## src/rtl/rhythm_game_fsm.sv

```systemverilog
// Game-flow controller: menu / song-select / score-view / play screens plus per-song best-score table.
// Optional pause screen enabled by defining RHYTHM_PAUSE_EN.
module rhythm_game_fsm #(
  parameter int NUM_SONGS = 3,
  parameter int SCORE_W   = 10
) (
  input  logic                   CLK,
  input  logic                   RESETN,
  input  logic                   menu_start,
  input  logic                   menu_score,
  input  logic                   back,
  input  logic                   pause,
  input  logic [7:0]             key,
  input  logic [4*NUM_SONGS-1:0] song_notes,
  input  logic [NUM_SONGS-1:0]   song_end,
  input  logic [5:0]             live_rgb,
  input  logic [SCORE_W-1:0]     cur_score,
  output logic [3:0]             lcd_state,
  output logic [5:0]             rgb_sel,
  output logic [3:0]             music_input,
  output logic                   score_en,
  output logic [NUM_SONGS-1:0]   song_start,
  output logic [SCORE_W-1:0]     best_score
);

`ifdef RHYTHM_PAUSE_EN
  localparam bit PAUSE_EN = 1'b1;
`else
  localparam bit PAUSE_EN = 1'b0;
`endif

  typedef enum logic [2:0] {
    S_IDLE,
    S_SELECT,
    S_SCORE,
    S_PLAY,
    S_PAUSE
  } state_t;

  state_t               r_state, w_state_nxt;
  logic [2:0]           r_song_idx, w_song_nxt;
  logic [2:0]           r_view_idx, w_view_nxt;
  logic [7:0]           r_key_q;
  logic                 r_pause_q;
  logic [SCORE_W-1:0]   r_best [NUM_SONGS];

  logic [7:0]           w_edge;
  logic [2:0]           w_key_idx;
  logic                 w_key_vld;
  logic                 w_pause_edge;
  logic                 w_start;
  logic                 w_upd;
  logic                 w_end_cur;
  logic [SCORE_W-1:0]   w_best_cur;
  logic [SCORE_W-1:0]   w_best_view;
  logic [3:0]           w_notes;
  logic [NUM_SONGS-1:0] w_start_nxt;
  logic [3:0]           w_lcd;
  logic [5:0]           w_rgb;
  logic [3:0]           w_music;
  logic                 w_en;

  assign w_edge       = key & ~r_key_q;
  assign w_pause_edge = pause & ~r_pause_q;

  always_comb begin
    w_key_idx = '0;
    for (int unsigned i = 0; i < 8; i++) begin
      if (w_edge[i]) w_key_idx = 3'(i);
    end
    w_key_vld = (w_edge != 8'd0) && ((w_edge & (w_edge - 8'd1)) == 8'd0)
                && (int'(w_key_idx) < NUM_SONGS);
  end

  always_comb begin
    w_end_cur  = 1'b0;
    w_best_cur = '0;
    for (int unsigned i = 0; i < NUM_SONGS; i++) begin
      if (r_song_idx == 3'(i)) begin
        w_end_cur  = song_end[i];
        w_best_cur = r_best[i];
      end
    end
  end

  always_comb begin
    w_state_nxt = r_state;
    w_song_nxt  = r_song_idx;
    w_view_nxt  = r_view_idx;
    w_start     = 1'b0;
    w_upd       = 1'b0;
    case (r_state)
      S_IDLE: begin
        if (menu_start)      w_state_nxt = S_SELECT;
        else if (menu_score) w_state_nxt = S_SCORE;
      end
      S_SELECT: begin
        if (back) w_state_nxt = S_IDLE;
        else if (w_key_vld) begin
          w_state_nxt = S_PLAY;
          w_song_nxt  = w_key_idx;
          w_start     = 1'b1;
        end
      end
      S_SCORE: begin
        if (back)           w_state_nxt = S_IDLE;
        else if (w_key_vld) w_view_nxt  = w_key_idx;
      end
      S_PLAY: begin
        if (back) w_state_nxt = S_SELECT;
        else if (w_end_cur) begin
          w_state_nxt = S_SELECT;
          w_upd       = (cur_score > w_best_cur);
        end else if (PAUSE_EN && w_pause_edge) w_state_nxt = S_PAUSE;
      end
      S_PAUSE: begin
        if (back)              w_state_nxt = S_SELECT;
        else if (w_pause_edge) w_state_nxt = S_PLAY;
      end
      default: w_state_nxt = S_IDLE;
    endcase
  end

  // Registered outputs are derived from next-state values so they change on the same edge as the state.
  always_comb begin
    w_notes     = 4'd14;
    w_best_view = '0;
    w_start_nxt = '0;
    for (int unsigned i = 0; i < NUM_SONGS; i++) begin
      if (w_song_nxt == 3'(i)) w_notes = song_notes[4*i +: 4];
      if (w_view_nxt == 3'(i))
        w_best_view = (w_upd && r_song_idx == 3'(i)) ? cur_score : r_best[i];
      if (w_start && w_key_idx == 3'(i)) w_start_nxt[i] = 1'b1;
    end
  end

  always_comb begin
    w_lcd   = 4'd0;
    w_rgb   = 6'b100000;
    w_music = 4'd14;
    w_en    = 1'b0;
    case (w_state_nxt)
      S_SELECT: begin
        w_lcd = 4'd1;
        w_rgb = 6'b001000;
      end
      S_SCORE: begin
        w_lcd = 4'd2;
        w_rgb = 6'b000010;
      end
      S_PLAY: begin
        w_lcd   = 4'd3 + {1'b0, w_song_nxt};
        w_rgb   = live_rgb;
        w_music = w_notes;
        w_en    = 1'b1;
      end
      S_PAUSE: begin
        w_lcd = 4'hF;
        w_rgb = 6'b101000;
      end
      default: ;
    endcase
  end

  always_ff @(posedge CLK) begin
    if (!RESETN) begin
      r_state     <= S_IDLE;
      r_song_idx  <= '0;
      r_view_idx  <= '0;
      r_key_q     <= '0;
      r_pause_q   <= 1'b0;
      for (int unsigned i = 0; i < NUM_SONGS; i++) r_best[i] <= '0;
      lcd_state   <= 4'd0;
      rgb_sel     <= 6'b100000;
      music_input <= 4'd14;
      score_en    <= 1'b0;
      song_start  <= '0;
      best_score  <= '0;
    end else begin
      r_state     <= w_state_nxt;
      r_song_idx  <= w_song_nxt;
      r_view_idx  <= w_view_nxt;
      r_key_q     <= key;
      r_pause_q   <= pause;
      for (int unsigned i = 0; i < NUM_SONGS; i++) begin
        if (w_upd && r_song_idx == 3'(i)) r_best[i] <= cur_score;
      end
      lcd_state   <= w_lcd;
      rgb_sel     <= w_rgb;
      music_input <= w_music;
      score_en    <= w_en;
      song_start  <= w_start_nxt;
      best_score  <= w_best_view;
    end
  end

endmodule
```

## config.mk

```make
export PLATFORM = sky130hd
export DESIGN_NAME = rhythm_game_fsm
export DESIGN_NICKNAME = d
export VERILOG_FILES = /design/src/rtl/rhythm_game_fsm.sv
export SDC_FILE = /design/constraint.sdc
export NUM_CORES = 1
export LEC_CHECK = 0
export ABC_AREA = 1
export CAP_MARGIN = 20
export CORE_MARGIN = 8
export CORE_UTILIZATION = 55
export DETAILED_ROUTE_END_ITERATION = 7
export GPL_TIMING_DRIVEN = 1
export PLACE_DENSITY = 0.82
export SLEW_MARGIN = 5
export SYNTH_ARGS = -nofsm -noshare
export SYNTH_HDL_FRONTEND = slang
export SYNTH_SLANG_ARGS = --single-unit
export TNS_END_PERCENT = 5
```

## constraint.sdc

```tcl
create_clock -name CLK -period 9.25 [get_ports CLK]
set_input_delay 1.85 -clock CLK [delete_from_list [all_inputs] [get_ports CLK]]
set_output_delay 1.85 -clock CLK [all_outputs]
set_load 0.005 [all_outputs]
```

Word-level counts from Yosys, hierarchy flattened
Memories as Yosys holds them, arrays and structs flattened. Index checks and enable logic that the tools add are counted.

Add/sub/neg operators: 2. $lt $le $gt $ge: 2. Eq/ne operators: 16. Mux-type cells: 63. Bitwise operators: 8. Reduce and logical (&&, ||, !) cells: 16.

Operators with widths (count): 2-to-1 mux 10 bit (12); 2-to-1 mux 3 bit (21); equality test 3 x 2 -> 1 bit, second input constant (8); 2-to-1 mux 1 bit (24); one-hot mux 6 bit (4 select lines) (1); equality test 3 x 1 -> 1 bit, second input constant (6); AND 8 bit (2); one-hot mux 4 bit (4 select lines) (1); logical NOT 3 bit (5); one-hot mux 3 bit (5 select lines) (1); 2-to-1 mux 4 bit (3); > comparator 10 bit (1); logical AND 1 bit (8); logical NOT 8 bit (1); inverter 8 bit (1); nonzero test 8 bit (1); subtractor 8 x 1 -> 8 bit, second input constant (1); equality test 3 bit, second input constant (2); adder 2 x 3 -> 4 bit, first input constant (1); less-than comparator 3 x 2 -> 1 bit, second input constant (1); bitwise OR 1 bit (3); AND reduction 2 bit (1); AND 1 bit (1); inverter 1 bit (1).

Bits in registers: 46. Memory bits (writable): 30. Input bits: 45. Output and inout port bits: 28. Logic and storage cells: 119. Memories kept: 1.

Memories: r_best (words 3, bits a word 10, read ports 3, clocked after memory_dff 0, wr ports 3, line 45) `logic [SCORE_W-1:0] r_best [NUM_SONGS];`.

Depth between registers and ports, before layout
Gate-level depths: netlist (run 1).

Depth after elaboration: 18. Mapped depth: 22. Depth with buffers taken out: 19.

Worst setup path after synthesis (run 1)
OpenSTA, ideal clock, no wires.

Path kind: input-to-reg. From: in cur_score[9]. To: mem r_best[1][0], in the netlist r_best[0][10], enable pin. Library setup time: 391 ps. Data arrival time: 3613 ps. Required time: 8859 ps. Slack: 5247 ps. Cell stages on the path: 7. Path buffers: 0. Path through: ha_1 -> nand2_1 -> nor2_1 -> o211ai_1 -> nand3_1 -> nand2_8 -> o21ai_0.

RTL lines: from (decl) (line 17) `input logic [SCORE_W-1:0] cur_score,`; to (decl) (line 45).

==> qor.csv, run 1 <==
stage,metric,value,unit
outcome,status,"complete, no violations",
setup_path,critPathSlowestCell,nand3_1,
global_routing,grt_pass1_vias,3623,
layout,drive_gt1_share,6.89,%
logic_synthesis,yosysUniqueCellTypes,35,
routing,drt_iter0_drc,191,
clock_tree,cts.sinks,76,
timing,holdWs,566,ps
placed_design,dpl.hpwl,7890,um
logic_synthesis,syn-num-nets,590,
layout,final_nets,664,
routing,met1Wirelength,4270,um
setup_path,path_class,in -> reg,
clock_tree,cts_root_buffer,clkbuf_8,
timing,final.setup_skew,10.2,ps
setup_path,cp_top_family,simple AND/OR/NAND/NOR gates,
floorplanning,ios,73,
setup_path,slowest_delay,630,ps
logic_synthesis,synth-seq-cells,76,
setup_path,worstPathMaxFanout,21,
timing,finalHoldViolCount,0,
clock_tree,cts_hold_buf,0,
setup_path,cpMostUsedCell,nand2_1,
logic_synthesis,syn-cell-area,4010,sq um
routing,dr_wl_met2,5010,um
floorplanning,dieArea,10300,sq um
logic_synthesis,syn_inst,531,
logic_synthesis,ys_seq_area_share,45.4,%
logic_synthesis,yosysWarnings,0,
placed_design,globalplace.congestion,0.911,
routing,antenna_left,0,
timing,setup_viol,0,
job,maxCapViolCount,0,
timing,finalSetupTns,0,ps
clock_tree,post_cts_resized,0,
clock_tree,htreeDepth,3,
routing,drc,0,
floorplanning,placementRows,31,
layout,antenna_cells,0,
timing,slew_headroom,34.4,%
setup_path,crit_required,9250,ps
routing,vias,3706,
setup_path,cp-end-kind,flip-flop,
global_routing,antenna_found_initial,0,
routing,viasPerCell,5.23,
floorplanning,fp.dieH,101,um
floorplanning,initial_utilization,55.9,%
clock_tree,clkSlewWorstSetupHoldPaths,80,ps
timing,max_freq,0.216,GHz
timing,fin_crit,4640,ps
routing,drt-wirelength-per-cell,14.5,um
global_routing,grt.overflow.total,0,
timing,period_share,50.2,%
clock_tree,cts_buffer_depth,2,
timing,drv_slew,0,
pwr,vdd_drop_max,123,uV
timing,grt_setup_unrepaired,false,
placed_design,io_buffer_count,72,
layout,syn2layout_area_growth,24.7,%
routing,dr_wl_met3,875,um
routing,firstDrtPassIters,5,
setup_path,critical_path.cell_chain,clkdlybuf4s50_1 > inv_1 > ha_1 > nand2_1 > nor3_1 > nand2_1 > nand2_1 > nor2b_2 > nand3_1 > nand2_1,
timing,worst_pin_slew,983,ps
pwr,p_leak,2.24,nW
clock_tree,tritoncts,yes,
clock_tree,clk_latency,350,ps
routing,top_layer,met4,
global_routing,grt_max_degree,28,
global_routing,grt_pass1_wl,16900,um
floorplanning,coreArea,7180,sq um
setup_path,cp_num_buf_inv,2,
global_routing,grt.total_usage,21.1,%
clock_tree,cts_buffers,9,
routing,drt-total-wl,10300,um
logic_synthesis,synth_area_per_cell,7.56,sq um
clock_tree,cts_setup_buffers,0,
pwr,power_density,142,nW/um^2
floorplanning,fp.dieW,101,um
worst_hold_path,hold_path.class,reg -> reg,
setup_path,crit_path_start_kind,primary input,
setup_path,worst_ep_arrival_time,4640,ps
-- through the flow --
step / utilization (%) / instance area (sq um) / power (mW) / instances / setup WS (ps)
2_1_floorplan: - / 4010 / 0.421 / 531 / 5250
3_3_place_gp: 67.0 / 4810 / 0.466 / 693 / 4360
3_5_place_dp: 67.0 / 4810 / 0.468 / 693 / 4280
4_1_cts: 69.7 / 5000 / 0.717 / 709 / 4670
5_1_grt: 69.7 / 5000 / 0.745 / 709 / 4460
6_report: 69.7 / 5000 / 0.710 / 709 / 4610
-- metal layers --
layer  vias up  global-route usage, %
li1       1869                      -
met1      1668                   24.4
met2       156                   36.7
met3        13                   5.36
met4         0                   7.45
met5         -                      0
-- cell families (layout without fill, tap and decap cells) --
group / Yosys count / count (layout) / synth area share [%]
AND/OR/NAND/NOR: 273 / 273 / 30.1
buffers and inverters: 86 / 165 / 8.70
AO/OA/AOI/OAI: 81 / 81 / 11.3
flip-flops: 76 / 76 / 45.4
adder cells (fa/ha/maj): 14 / 14 / 4.36
XOR/XNOR: 1 / 1 / 0.218
-- sequential cells by signal, indices dropped and copies added (netlist names) --
| signal | flops |
|---|---|
| r_state | 3 |
| r_pause_q | 1 |
| lcd_state | 4 |
| rgb_sel | 6 |
| r_best | 30 |
| r_song_idx | 3 |
| r_key_q | 8 |
| song_start | 3 |
| best_score | 10 |
| score_en | 1 |
| music_input | 4 |
| r_view_idx | 3 |
-- worst paths after layout --
check                                   start       endpoint  slack (ps)  cells after the start
worst max-delay path             cur_score[0]  r_best[0][20]        4610                     10
worst min-delay path            r_view_idx[2]  r_view_idx[2]         570                      2
worst max register to register  r_song_idx[0]  r_best[0][20]        4960                     13
worst min register to register  r_view_idx[2]  r_view_idx[2]         570                      2
-- worst reg2reg max path, stage by stage, from the launching register on --
cell	delay (ps)
dfxtp_1	510
inv_2	80
nor3_4	390
inv_1	380
o21ai_0	230
o21ai_0	110
ha_1	300
nand2_1	130
nor2_1	60
nand2_1	70
nand2_1	60
nor2b_2	380
nand3_1	630
nand2_1	610
-- placed cells by master, fill, tap and decap left out, types with 2 or more instances in the layout --
cell type / count
nand3_1: 16
inv_6: 2
a221oi_1: 5
dfxtp_1: 46
nand2_1: 128
clkdlybuf4s50_1: 72
clkinvlp_4: 2
nand2_2: 4
nor3_1: 8
nand4_1: 10
ha_1: 14
nor2_2: 7
clkbuf_8: 9
edfxtp_1: 30
o21ai_0: 42
o21ai_1: 9
nor2_4: 2
a21oi_1: 17
inv_2: 2
nor3_4: 2
o2111ai_1: 2
buf_4: 2
inv_1: 72
o211ai_1: 3
nor2_1: 90
-- where the power goes --
group	internal [mW]	total (mW)	switching, mW
combinational	0.0447	0.0954	0.0507
sequential	0.360	0.365	0.00510
clock	0.118	0.250	0.132
-- synth_stat cells --
library cell,count,share of area (%)
nand2_2,4,0.62
edfxtp_1,30,22
nand3_1,16,2.0
nor2_4,2,0.56
a31oi_2,1,0.31
xnor2_1,1,0.22
nand2_1,128,12
nor3_1,8,1.0
o21ai_1,9,1.1
or2_2,1,0.16
a221oi_1,5,1.1
clkbuf_1,4,0.37
nor2_8,1,0.50
o21ai_0,42,5.2
o2111ai_1,2,0.44
nor2b_2,1,0.22
buf_1,1,0.093
o211ai_1,3,0.56
a22oi_1,1,0.19
ha_1,14,4.4
nand4_1,10,1.6
nand3_4,1,0.44
buf_6,3,0.84
nor3_4,2,0.81
clkinv_1,1,0.093
dfxtp_1,46,23
nand3_2,1,0.25
inv_1,72,6.7
nand2_8,1,0.50
nor2_2,7,1.1
inv_2,2,0.19
nor2_1,90,8.4
a21oi_1,17,2.1
o21a_1,1,0.19
buf_2,3,0.37
-- cell type report --
class                   count  area, sq um
inverters                  75          282
clock buffers              10          149
clock inverters             6         50.0
flip-flops and latches     76         1820
repair buffers             74          736
multi-input cells         369         1840
fillers                   616         2170
well taps                  99          124
No activity file was read; power rests on OpenSTA's default activity.
==> run 2: changes to the inputs <==
- CORE_UTILIZATION: 55 -> 53
- PLACE_DENSITY: 0.82 -> 0.8
- clock period: 9.25 -> 4.6 ns (I/O delays scaled with it)
==> run 2 against run 1 <==
Compared with the run above: first-iteration DRC count grew 61%; sequential power increased by 100%; count of clock-buffer cells in the layout rose by 1; global-route usage is 0.19 points lower; worst hold slack better by 58 ps; critical path type is now reg -> reg; largest cell class unchanged; largest power group unchanged; highest routed layer unchanged.
==> qor.csv, run 2 (same netlist as run 1, synthesis figures left out) <==
stage,metric,value,unit
layout,largest_register_ffs,30,
layout,largest-register,r_best,
pwr,power_density,279,nW/um^2
layout,layout_common_cells,"128 x nand2_1, 90 x nor2_1, 72 x inv_1, 72 x clkdlybuf4s50_1, 46 x dfxtp_1",
clock_tree,cts.sinks,76,
floorplanning,initial_utilization,55.0,%
pwr,fin_total_pwr,1.40,mW
routing,drt_iter0_drc,307,
global_routing,grt.overflow.total,0,
routing,dr_wl_met3,1110,um
routing,firstDrtPassIters,7,
global_routing,antenna_found_initial,0,
worst_hold_path,hold_path.class,reg -> reg,
layout,final_nets,667,
floorplanning,placementRows,31,
floorplanning,fp.dieH,103,um
timing,max_freq,0.270,GHz
layout,final_common_cell,nand2_1,
routing,drc,0,
floorplanning,fp.dieW,103,um
routing,top_layer,met4,
global_routing,grt_pass1_vias,3509,
clock_tree,cts_hold_buf,0,
job,maxCapViolCount,0,
placed_design,globalplace.congestion,1.02,
setup_path,crit_required,4590,ps
placed_design,io_buffer_count,72,
pwr,vdd_drop_max,182,uV
setup_path,worst_ep_arrival_time,3700,ps
clock_tree,post_cts_resized,0,
timing,period_share,80.6,%
clock_tree,cts_buffer_depth,2,
timing,finalHoldViolCount,0,
outcome,status,"complete, no violations",
floorplanning,ios,73,
global_routing,grt_pass1_wl,17200,um
timing,grt_setup_unrepaired,false,
global_routing,grt.total_usage,20.9,%
floorplanning,coreArea,7290,sq um
setup_path,worstPathMaxFanout,15,
routing,drt-wirelength-per-cell,15.1,um
clock_tree,cts_root_buffer,clkbuf_8,
timing,slew_headroom,34.8,%
routing,dr_wl_met2,4680,um
placed_design,dpl.hpwl,8460,um
layout,antenna_cells,0,
routing,met1Wirelength,4790,um
setup_path,path_class,reg -> reg,
timing,drv_slew,0,
pwr,p_leak,2.25,nW
layout,drive_gt1_share,7.18,%
layout,syn2layout_area_growth,24.7,%
clock_tree,cts_buffers,9,
timing,setup_viol,0,
routing,viasPerCell,5.18,
global_routing,grt_max_degree,20,
clock_tree,cts_setup_buffers,0,
clock_tree,clkSlewWorstSetupHoldPaths,80,ps
routing,vias,3686,
timing,final.setup_skew,13.5,ps
setup_path,crit_path_start_kind,flip-flop,
timing,fin_crit,3710,ps
setup_path,cp-end-kind,flip-flop,
clock_tree,tritoncts,yes,
timing,worst_pin_slew,978,ps
clock_tree,htreeDepth,3,
routing,antenna_left,0,
routing,drt-total-wl,10700,um
timing,finalSetupTns,0,ps
layout,reg.largest.list,"r_best: 30 flops, best_score: 10 flops, r_key_q: 8 flops",
clock_tree,clk_latency,350,ps
floorplanning,dieArea,10600,sq um
run 2: changes by cell type in the layout (fill, tap and decap cells not counted):
cell        previous run  this run
clkinv_1               1         2
inv_6                  2         0
clkbuf_16              1         0
clkbuf_8               9        11
clkinvlp_4             2         1
inv_4                  1         0
inv_8                  1         0
buf_4                  2         5
clkinv_2               0         3
run 2: path summary, 6_finish.rpt:
path	start	to	slack, ps	cells after the start
hold reg to reg	r_view_idx[2]	r_view_idx[2]	620	2
setup / recovery	r_song_idx[0]	r_best[0][23]	890	13
setup reg to reg	r_song_idx[0]	r_best[0][23]	890	13
hold / removal	r_view_idx[2]	r_view_idx[2]	620	2
run 2: layout make-up:
class	count	area, sq um
clock buffer	11	151
sequential	76	1820
timing repair buffer	77	758
clock inverter	5	26.3
fill	643	2290
tap	99	124
multi-input combinational	369	1840
inverter	75	282
run 2: metal layers:
layer	up-vias	track usage, %
met5	-	0
met4	0	8.45
met3	17	5.33
met2	180	31.8
met1	1620	27.6
li1	1869	-
run 2: through the flow:
stage                     std cells  instance area (sq um)  setup slack, ps  hold WS (ps)  util [%]
after global placement          696                   4830              871           551      66.2
after detailed placement        696                   4830              740           565      66.2
after global routing            712                   5010              477           675      68.7
after CTS                       712                   5010              931           617      68.7
after floorplan                 531                   4010             1110           522         -
final                           712                   5010              893           624      68.7
run 2: power by group:
group	switching (mW)	internal, mW	leakage [nW]
clock	0.242	0.221	0.0925
sequential	0.0111	0.724	0.686
combinational	0.106	0.0912	1.47
total	0.359	1.04	2.25
run 2: worst max-delay path, cell delays in order (launching register included):
cell     delay, ps
dfxtp_1        490
inv_2           80
nor3_4         340
inv_1          310
o21ai_0        240
o21ai_0        120
ha_1           290
nand2_1         90
o21ai_0        170
nand2_1         70
nand3_1         70
buf_4          180
nand3_1        390
nand2_1        520
==> run 3: changes to the inputs <==
- CORE_UTILIZATION: 53 -> 48
- PLACE_DENSITY: 0.8 -> 0.76
- clock period: 4.6 -> 3 ns (I/O delays scaled with it)
==> run 3 against run 2 <==
Compared with the run above: setup slack worse by 700 ps; sequential power is 52% higher; via count is 7.4% higher; cell area is 8.9% higher; critical path depth is 5 higher; worst hold slack worse by 35 ps; utilization is 2.0 points lower; critical path type unchanged.
==> qor.csv, run 3 (same netlist as run 1, synthesis figures left out) <==
stage,metric,value,unit
outcome,status,"complete, no violations",
global_routing,grt_pass1_vias,3818,
layout,drive_gt1_share,14.1,%
placed_design,globalplace.congestion,0.896,
global_routing,grt.overflow.total,0,
setup_path,cp-end-kind,flip-flop,
clock_tree,cts_buffers,9,
timing,setup_viol,0,
global_routing,antenna_found_initial,0,
placed_design,dpl.hpwl,8580,um
floorplanning,placementRows,33,
timing,drv_slew,0,
pwr,p_leak,2.49,nW
floorplanning,fp.dieH,107,um
worst_hold_path,hold_path.class,reg -> reg,
layout,syn2layout_area_growth,35.8,%
routing,firstDrtPassIters,5,
layout,fin_cells,759,
clock_tree,htreeDepth,3,
clock_tree,cts_root_buffer,clkbuf_8,
global_routing,grt_pass1_wl,18200,um
layout,largest_register_ffs,30,
layout,largest-register,r_best,
clock_tree,clkSlewWorstSetupHoldPaths,80,ps
placed_design,io_buffer_count,72,
setup_path,path_class,reg -> reg,
layout,final_nets,708,
routing,vias,3959,
layout,reg.largest.list,"r_best: 30 flops, best_score: 10 flops, r_key_q: 8 flops",
routing,viasPerCell,5.22,
routing,drt-total-wl,11400,um
timing,fin_crit,2810,ps
clock_tree,cts_buffer_depth,2,
routing,drt_iter0_drc,290,
floorplanning,ios,73,
floorplanning,dieArea,11500,sq um
global_routing,grt.total_usage,19.5,%
floorplanning,coreArea,8180,sq um
layout,nFillCells,670,
timing,period_share,93.7,%
floorplanning,initial_utilization,49.1,%
timing,worst_pin_slew,660,ps
layout,final_common_cell,nand2_1,
clock_tree,cts.sinks,76,
pwr,fin_total_pwr,2.27,mW
job,maxCapViolCount,0,
clock_tree,tritoncts,yes,
routing,antenna_left,0,
setup_path,crit_path_start_kind,flip-flop,
floorplanning,fp.dieW,107,um
setup_path,worstPathMaxFanout,9,
pwr,power_density,417,nW/um^2
timing,slew_headroom,55.6,%
timing,holdWs,589,ps
layout,antenna_cells,0,
timing,max_freq,0.356,GHz
layout,layout_common_cells,"127 x nand2_1, 90 x nor2_1, 72 x clkdlybuf4s50_1",
routing,drt-wirelength-per-cell,15.0,um
timing,final.setup_skew,9.73,ps
routing,drc,0,
placed_design,dp_cells,741,
setup_path,worst_ep_arrival_time,3120,ps
timing,setup_slack,188,ps
placed_design,dpl_worst_slack,-26.6,ps
timing,finalHoldViolCount,0,
clock_tree,clk_latency,350,ps
timing,grt_setup_unrepaired,false,
pwr,vdd_drop_max,304,uV
global_routing,grt_max_degree,22,
setup_path,crit_required,3300,ps
## run 3: layer usage
metal | up-vias | global-route usage [%] | part of all wire [%] | wire length, um
met5 | - | 0 | 0 | 0
met4 | 0 | 8.33 | 2.2 | 246
met3 | 31 | 4.79 | 9.7 | 1100
met2 | 192 | 30.6 | 44 | 5040
met1 | 1781 | 25.0 | 44 | 5000
li1 | 1955 | - | - | -
## run 3: layout make-up
type	instances	area, sq um	area share (%)
well taps	105	131	2.41
flip-flops and latches	76	1830	33.6
clock buffers	14	195	3.58
repair buffers	117	1120	20.6
inverters	75	282	5.16
multi-input cells	370	1880	34.4
clock inverters	2	11.3	0.207
## run 3: final timing paths
kind | startpoint | to | slack [ps] | cells after the start
setup / recovery | r_song_idx[0] | best_score[6] | 190 | 18
hold / removal | r_view_idx[2] | r_view_idx[2] | 590 | 2
setup reg to reg | r_song_idx[0] | best_score[6] | 190 | 18
hold reg to reg | r_view_idx[2] | r_view_idx[2] | 590 | 2
## run 3: what timing repair did
action / CTS / global route
hold buffers: 0 / 0
setup buffers: 0 / 1
gates resized for setup: 0 / 13
setup endpoints to repair: 0 / 70
## run 3: metrics by stage
stage	setup TNS [ps]	cell area, sq um	util (%)
floorplan	-55.7	4030	-
global placement	0	5190	63.5
detailed placement	-33.9	5190	63.5
CTS	0	5400	66.0
global route	0	5450	66.7
finish	0	5450	66.7
## run 3: power breakdown
group	total, mW	switching [mW]	leakage, nW	internal, mW
Sequential	1.12	0.0164	0.689	1.11
Combinational	0.340	0.171	1.69	0.168
Clock	0.809	0.384	0.107	0.424
Total	2.27	0.572	2.49	1.70
## run 3: worst max-delay path, stage by stage, from the launching register on
cell	delay, ps
dfxtp_4	370
buf_4	140
nor3_4	290
a221oi_1	170
ha_1	320
nand2_1	140
nor3_1	80
nand2_1	70
nand2_1	80
nor2b_4	180
buf_4	180
nand2_8	90
nor2_4	200
nand2_1	80
nand2_1	110
inv_1	50
nor2_1	100
nor2_1	50
nor2_2	60
